<file path="config.mk">
export PLATFORM = sky130hd
export DESIGN_NAME = calc1_port_driver
export DESIGN_NICKNAME = d
export VERILOG_FILES = /design/src/rtl/calc1_port_driver.sv
export SDC_FILE = /design/constraint.sdc
export NUM_CORES = 1
export LEC_CHECK = 0
export ABC_AREA = 1
export BUFFER_PORTS_ARGS = -buffer_cell sky130_fd_sc_hd__buf_2
export CORE_ASPECT_RATIO = 0.5
export CORE_MARGIN = 4
export CORE_UTILIZATION = 62
export DETAILED_ROUTE_END_ITERATION = 6
export PLACE_DENSITY = 0.93
export RECOVER_POWER = 50
export SYNTH_ARGS = -nofsm -noshare
export SYNTH_HDL_FRONTEND = slang
export SYNTH_SLANG_ARGS = --single-unit
</file>
<file path="constraint.sdc">
create_clock -name c_clk -period 7.8 [get_ports c_clk]
set_clock_uncertainty 0.15 [all_clocks]
set_input_delay 0.78 -clock c_clk [delete_from_list [all_inputs] [get_ports c_clk]]
set_output_delay 0.78 -clock c_clk [all_outputs]
set_load 0.02 [all_outputs]
</file>
<file path="src/rtl/calc1_port_driver.sv">
// Per-port request driver for calc1_top: queues complete requests, drives the
// two-cycle calc1 request protocol, and returns one result at a time with a watchdog.
module calc1_port_driver #(
  parameter int unsigned FIFO_DEPTH = 4,
  parameter int unsigned TIMEOUT    = 20
) (
  input  logic        c_clk,
  input  logic        reset,
  input  logic        cmd_valid,
  output logic        cmd_ready,
  input  logic [3:0]  cmd_op,
  input  logic [31:0] cmd_data1,
  input  logic [31:0] cmd_data2,
  input  logic [1:0]  cmd_tag,
  output logic [3:0]  req_cmd_out,
  output logic [31:0] req_data_out,
  input  logic [1:0]  out_resp,
  input  logic [31:0] out_data,
  output logic        rsp_valid,
  input  logic        rsp_ready,
  output logic [1:0]  rsp_resp,
  output logic [31:0] rsp_data,
  output logic [1:0]  rsp_tag,
  output logic        rsp_timeout,
  output logic        stray_resp,
  output logic        busy
);

  localparam int unsigned AW = $clog2(FIFO_DEPTH);
  localparam int unsigned CW = AW + 1;
  localparam int unsigned WW = $clog2(TIMEOUT + 1);
  localparam logic [CW-1:0] FULL_CNT = CW'(FIFO_DEPTH);
  localparam logic [WW-1:0] WD_LAST  = WW'(TIMEOUT - 1);

  localparam logic [1:0] IDLE  = 2'd0;
  localparam logic [1:0] SEND1 = 2'd1;
  localparam logic [1:0] SEND2 = 2'd2;
  localparam logic [1:0] WAIT  = 2'd3;

  logic [1:0]    state, state_nxt;
  logic [69:0]   fifo_mem [FIFO_DEPTH];
  logic [AW-1:0] wr_ptr, rd_ptr;
  logic [CW-1:0] count, count_nxt;
  logic          push, pop;
  logic [69:0]   head;
  logic [31:0]   iss_data2;
  logic [1:0]    iss_tag;
  logic [WW-1:0] wd_cnt;
  logic          resp_seen, capture, timeout_hit;

  assign cmd_ready = (count != FULL_CNT);
  assign push      = cmd_valid && cmd_ready;
  // Issue only from IDLE with the result slot free: one command outstanding at most.
  assign pop       = (state == IDLE) && (count != '0) && !rsp_valid;
  assign head      = fifo_mem[rd_ptr];
  assign resp_seen = (out_resp != 2'b00);

  always_comb begin
    count_nxt = count;
    if (push && !pop)
      count_nxt = count + CW'(1);
    else if (pop && !push)
      count_nxt = count - CW'(1);
  end

  always_comb begin
    state_nxt   = state;
    capture     = 1'b0;
    timeout_hit = 1'b0;
    case (state)
      IDLE:  if (pop) state_nxt = SEND1;
      SEND1: state_nxt = SEND2;
      SEND2: begin
        if (resp_seen) begin
          state_nxt = IDLE;
          capture   = 1'b1;
        end else begin
          state_nxt = WAIT;
        end
      end
      WAIT: begin
        if (resp_seen) begin
          state_nxt = IDLE;
          capture   = 1'b1;
        end else if (wd_cnt == WD_LAST) begin
          state_nxt   = IDLE;
          timeout_hit = 1'b1;
        end
      end
      default: state_nxt = IDLE;
    endcase
  end

  always_ff @(posedge c_clk) begin
    if (push)
      fifo_mem[wr_ptr] <= {cmd_op, cmd_data1, cmd_data2, cmd_tag};
  end

  always_ff @(posedge c_clk) begin
    if (reset) begin
      wr_ptr <= '0;
      rd_ptr <= '0;
      count  <= '0;
    end else begin
      if (push) wr_ptr <= wr_ptr + AW'(1);
      if (pop)  rd_ptr <= rd_ptr + AW'(1);
      count <= count_nxt;
    end
  end

  always_ff @(posedge c_clk) begin
    if (reset) begin
      state        <= IDLE;
      req_cmd_out  <= '0;
      req_data_out <= '0;
      iss_data2    <= '0;
      iss_tag      <= '0;
      wd_cnt       <= '0;
      rsp_valid    <= 1'b0;
      rsp_resp     <= '0;
      rsp_data     <= '0;
      rsp_tag      <= '0;
      rsp_timeout  <= 1'b0;
      stray_resp   <= 1'b0;
      busy         <= 1'b0;
    end else begin
      state      <= state_nxt;
      stray_resp <= resp_seen && ((state == IDLE) || (state == SEND1));
      busy       <= (state_nxt != IDLE) || (count_nxt != '0);

      // Bus registers follow the next state so each phase is visible in its own cycle.
      if (pop) begin
        req_cmd_out  <= head[69:66];
        req_data_out <= head[65:34];
        iss_data2    <= head[33:2];
        iss_tag      <= head[1:0];
      end else if (state == SEND1) begin
        req_cmd_out  <= '0;
        req_data_out <= iss_data2;
      end else begin
        req_cmd_out  <= '0;
        req_data_out <= '0;
      end

      if (state == SEND2)
        wd_cnt <= '0;
      else if ((state == WAIT) && !resp_seen)
        wd_cnt <= wd_cnt + WW'(1);

      if (capture) begin
        rsp_valid   <= 1'b1;
        rsp_resp    <= out_resp;
        rsp_data    <= out_data;
        rsp_tag     <= iss_tag;
        rsp_timeout <= 1'b0;
      end else if (timeout_hit) begin
        rsp_valid   <= 1'b1;
        rsp_resp    <= '0;
        rsp_data    <= '0;
        rsp_tag     <= iss_tag;
        rsp_timeout <= 1'b1;
      end else if (rsp_valid && rsp_ready) begin
        rsp_valid   <= 1'b0;
        rsp_resp    <= '0;
        rsp_data    <= '0;
        rsp_tag     <= '0;
        rsp_timeout <= 1'b0;
      end
    end
  end

endmodule

</file>
==> results.yml <==
power:
  ir_drop_mv: 0.180
  switching_share_pct: 34.2
  p_clk_share_pct: 28.1
  power_density_mw_per_mm2: 363
  p_int_mw: 4.03
  p_seq_share_pct: 46.6
  p_sw_mw: 2.09
  leakagePower_nw: 5.80
  pwr-share-comb_pct: 25.3
clocking:
  clkLatencyLatePin_ns: 0.53
  clk_pin_slew_ns: 0.07
  clock_sinks: 406
  cts_repair_resize_count: 0
  clockBufferDepth: 3
  cts_inserted_buffers: 35
  postCtsHoldBufs: 0
  cts_tree: "yes"
  cts_root_buf: "clkbuf_16"
  cts_setup_buffers: 0
  ctsHtreeMaxLevel: 2
global_route:
  grt_max_degree: 79
  antenna_found_initial: 3
  track_usage_pct: 25.7
  grt_pass1_vias: 10300
  overflow: 0
  grt_first_pass_wirelength_um: 54400
critical_path:
  slowest_stage: "nor2_1"
  cp.arrival_ns: 4.23
  start_kind: "input port"
  crit_chain: "clkbuf_1, buf_4, nor2_1, buf_4, nand2_1, o31ai_1"
  end_kind: "flip-flop"
  path_class: "input port to flip-flop"
  path_common_cell: "buf_4"
  crit_path_max_fanout: 58
  max_stage_delay_ns: 1.25
  required_ns: 8.05
  worst-r2r-setup-slack_ns: 4.53
detailed_routing:
  ant_nets: 0
  drc_errors: 0
  vias_per_cell: 6.09
  dr.first_iter.drc_count: 1231
  avgRoutedWirePerCell_um: 20.7
  dr.pass1.iters: 5
  routed_wl_um: 35800
  vias: 10500
timing:
  timing.final.crit_period_ns: 3.98
  worst_slack_ns: 3.82
  slew_violations: 103
  hold_violations: 0
  fmax_mhz: 251
  worst_pin_slew_ns: 2.08
  setup_violations: 0
  rsz0062_at_grt: "false"
  slew_headroom_pct: -39.2
  timing.final.crit_share_pct: 51.0
  fin_setup_tns_ns: 0
floorplanning:
  rows: 39
  die_height_um: 118
  initial_utilization_pct: 64.2
  chipWidth_um: 228
  io_pins: 185
  core_mm2: 0.0233
  die_area_mm2: 0.0268
final_layout:
  final_cell_mix: "edfxtp_1, nand2_1, nor2_1"
  regArea_mm2: 0.0109
  nets: 1510
  fillers: 1427
  drive_gt1_share_pct: 8.44
  syn_to_final_growth_pct: 12.8
  multiInputGateArea_mm2: 0.00345
  final_common_cell: "edfxtp_1"
  stdcell_count: 1729
outcome:
  status: "finished, violations left"
  violations: "max-capacitance violations, max-slew violations"
synth:
  synth_cells: 1239
  synth_cell_types: 33
  netlist_area_mm2: 0.0149
  syn-num-nets: 1355
  syn_avg_cell_area_um2: 12.1
  ys_seq_elements: 406
  yosysSeqAreaShare_pct: 73.1
  ys_warn_count: 0
place:
  place_congestion: 0.763
  post-place-cells: 1664
  place_ws_ns: 4.83
  post-dp-hpwl_um: 19800
  port_buffers: 184
flow_run:
  cap_violations: 3
worst_hold_path:
  hold_class: "flip-flop to flip-flop"
cells in the mapped netlist, drive strengths merged:
library cell  number  share of area, %
nor3               4              0.13
nand4              1             0.042
dfxtp            126                17
a31oi              2             0.084
ha                 8              0.67
o31ai             27               1.4
inv               34              0.87
o21ai            175               5.9
a21oi             49               1.7
xor2               2              0.12
edfxtp           280                56
nor2             164               4.3
clkbuf            36              0.91
o2bb2ai            1             0.059
o22ai             68               2.8
o21a               1             0.050
clkinv             1             0.025
nand2            196               4.9
nor3b              1             0.050
buf               42               2.1
nand3             21              0.77
layer usage:
metal  vias up  global-route usage, %  wire [um]
met5         -                      0         32
met4         4                   8.42       1100
met3       107                   5.26       3380
met2       703                   46.2      18500
met1      5001                   31.1      12800
li1       4706                      -          -
worst paths after layout:
kind | startpoint | end | depth (start not counted)
max | reset | req_data_out[31] | 6
min reg2reg | rsp_data[27] | rsp_data[27] | 2
max reg2reg | count[0] | req_data_out[31] | 8
min | rsp_data[27] | rsp_data[27] | 2
critical path, delay by kind of cell:
kind,cells,cell delay [ns]
AOI/OAI and AO/OA,1,0.13
and+or+nand+nor,2,1.42
buffers and inverters,3,1.86
final cells by class:
class,instances,area share [%]
clock inverters,16,0.757
flip-flops and latches,406,64.8
diodes,1,0.0148
well taps,307,2.28
repair buffers,196,4.90
inverters,35,0.794
multi-input cells,720,20.4
clock buffers,48,5.97
through the flow:
step | cell area [um^2] | hold slack [ns] | total power [mW] | utilization (%)
6_report | 16900 | 0.313 | 6.12 | 72.5
3_5_place_dp | 15900 | 0.304 | 4.40 | 68.4
2_1_floorplan | 14900 | 0.290 | 3.96 | -
4_1_cts | 17100 | 0.293 | 6.13 | 73.3
3_3_place_gp | 15900 | 0.295 | 4.30 | 68.4
5_1_grt | 16900 | 0.336 | 6.38 | 72.5
cell families (layout without fill, tap and decap cells):
logic type,after synthesis,count (layout),share of synthesized area [%]
DFF,406,406,73.1
other,0,1,0
buffers and inverters,113,295,3.89
AOI/OAI and AO/OA,323,323,11.9
adders and majority gates,8,8,0.670
xor gates and xnor gates,2,2,0.117
and+or+nand+nor,387,387,10.3
state kept, by name, indices dropped and copies added, names as in the netlist, named ones only:
register	cells
fifo_mem	280
iss_data2	32
req_data_out	32
rsp_data	32
wd_cnt	5
req_cmd_out	4
count	3
iss_tag	2
rd_ptr	2
rsp_resp	2
rsp_tag	2
state	2
wr_ptr	2
busy	1
rsp_timeout	1
rsp_valid	1
stray_resp	1
power by group through the flow:
stage	Clock, mW	Combinational [mW]	Sequential (mW)
floorplan	0	1.02	2.94
global placement	0	1.43	2.86
detailed placement	0	1.52	2.88
CTS	1.73	1.56	2.85
global route	1.83	1.68	2.87
finish	1.72	1.55	2.85
No activity file was read; power rests on OpenSTA's default activity.
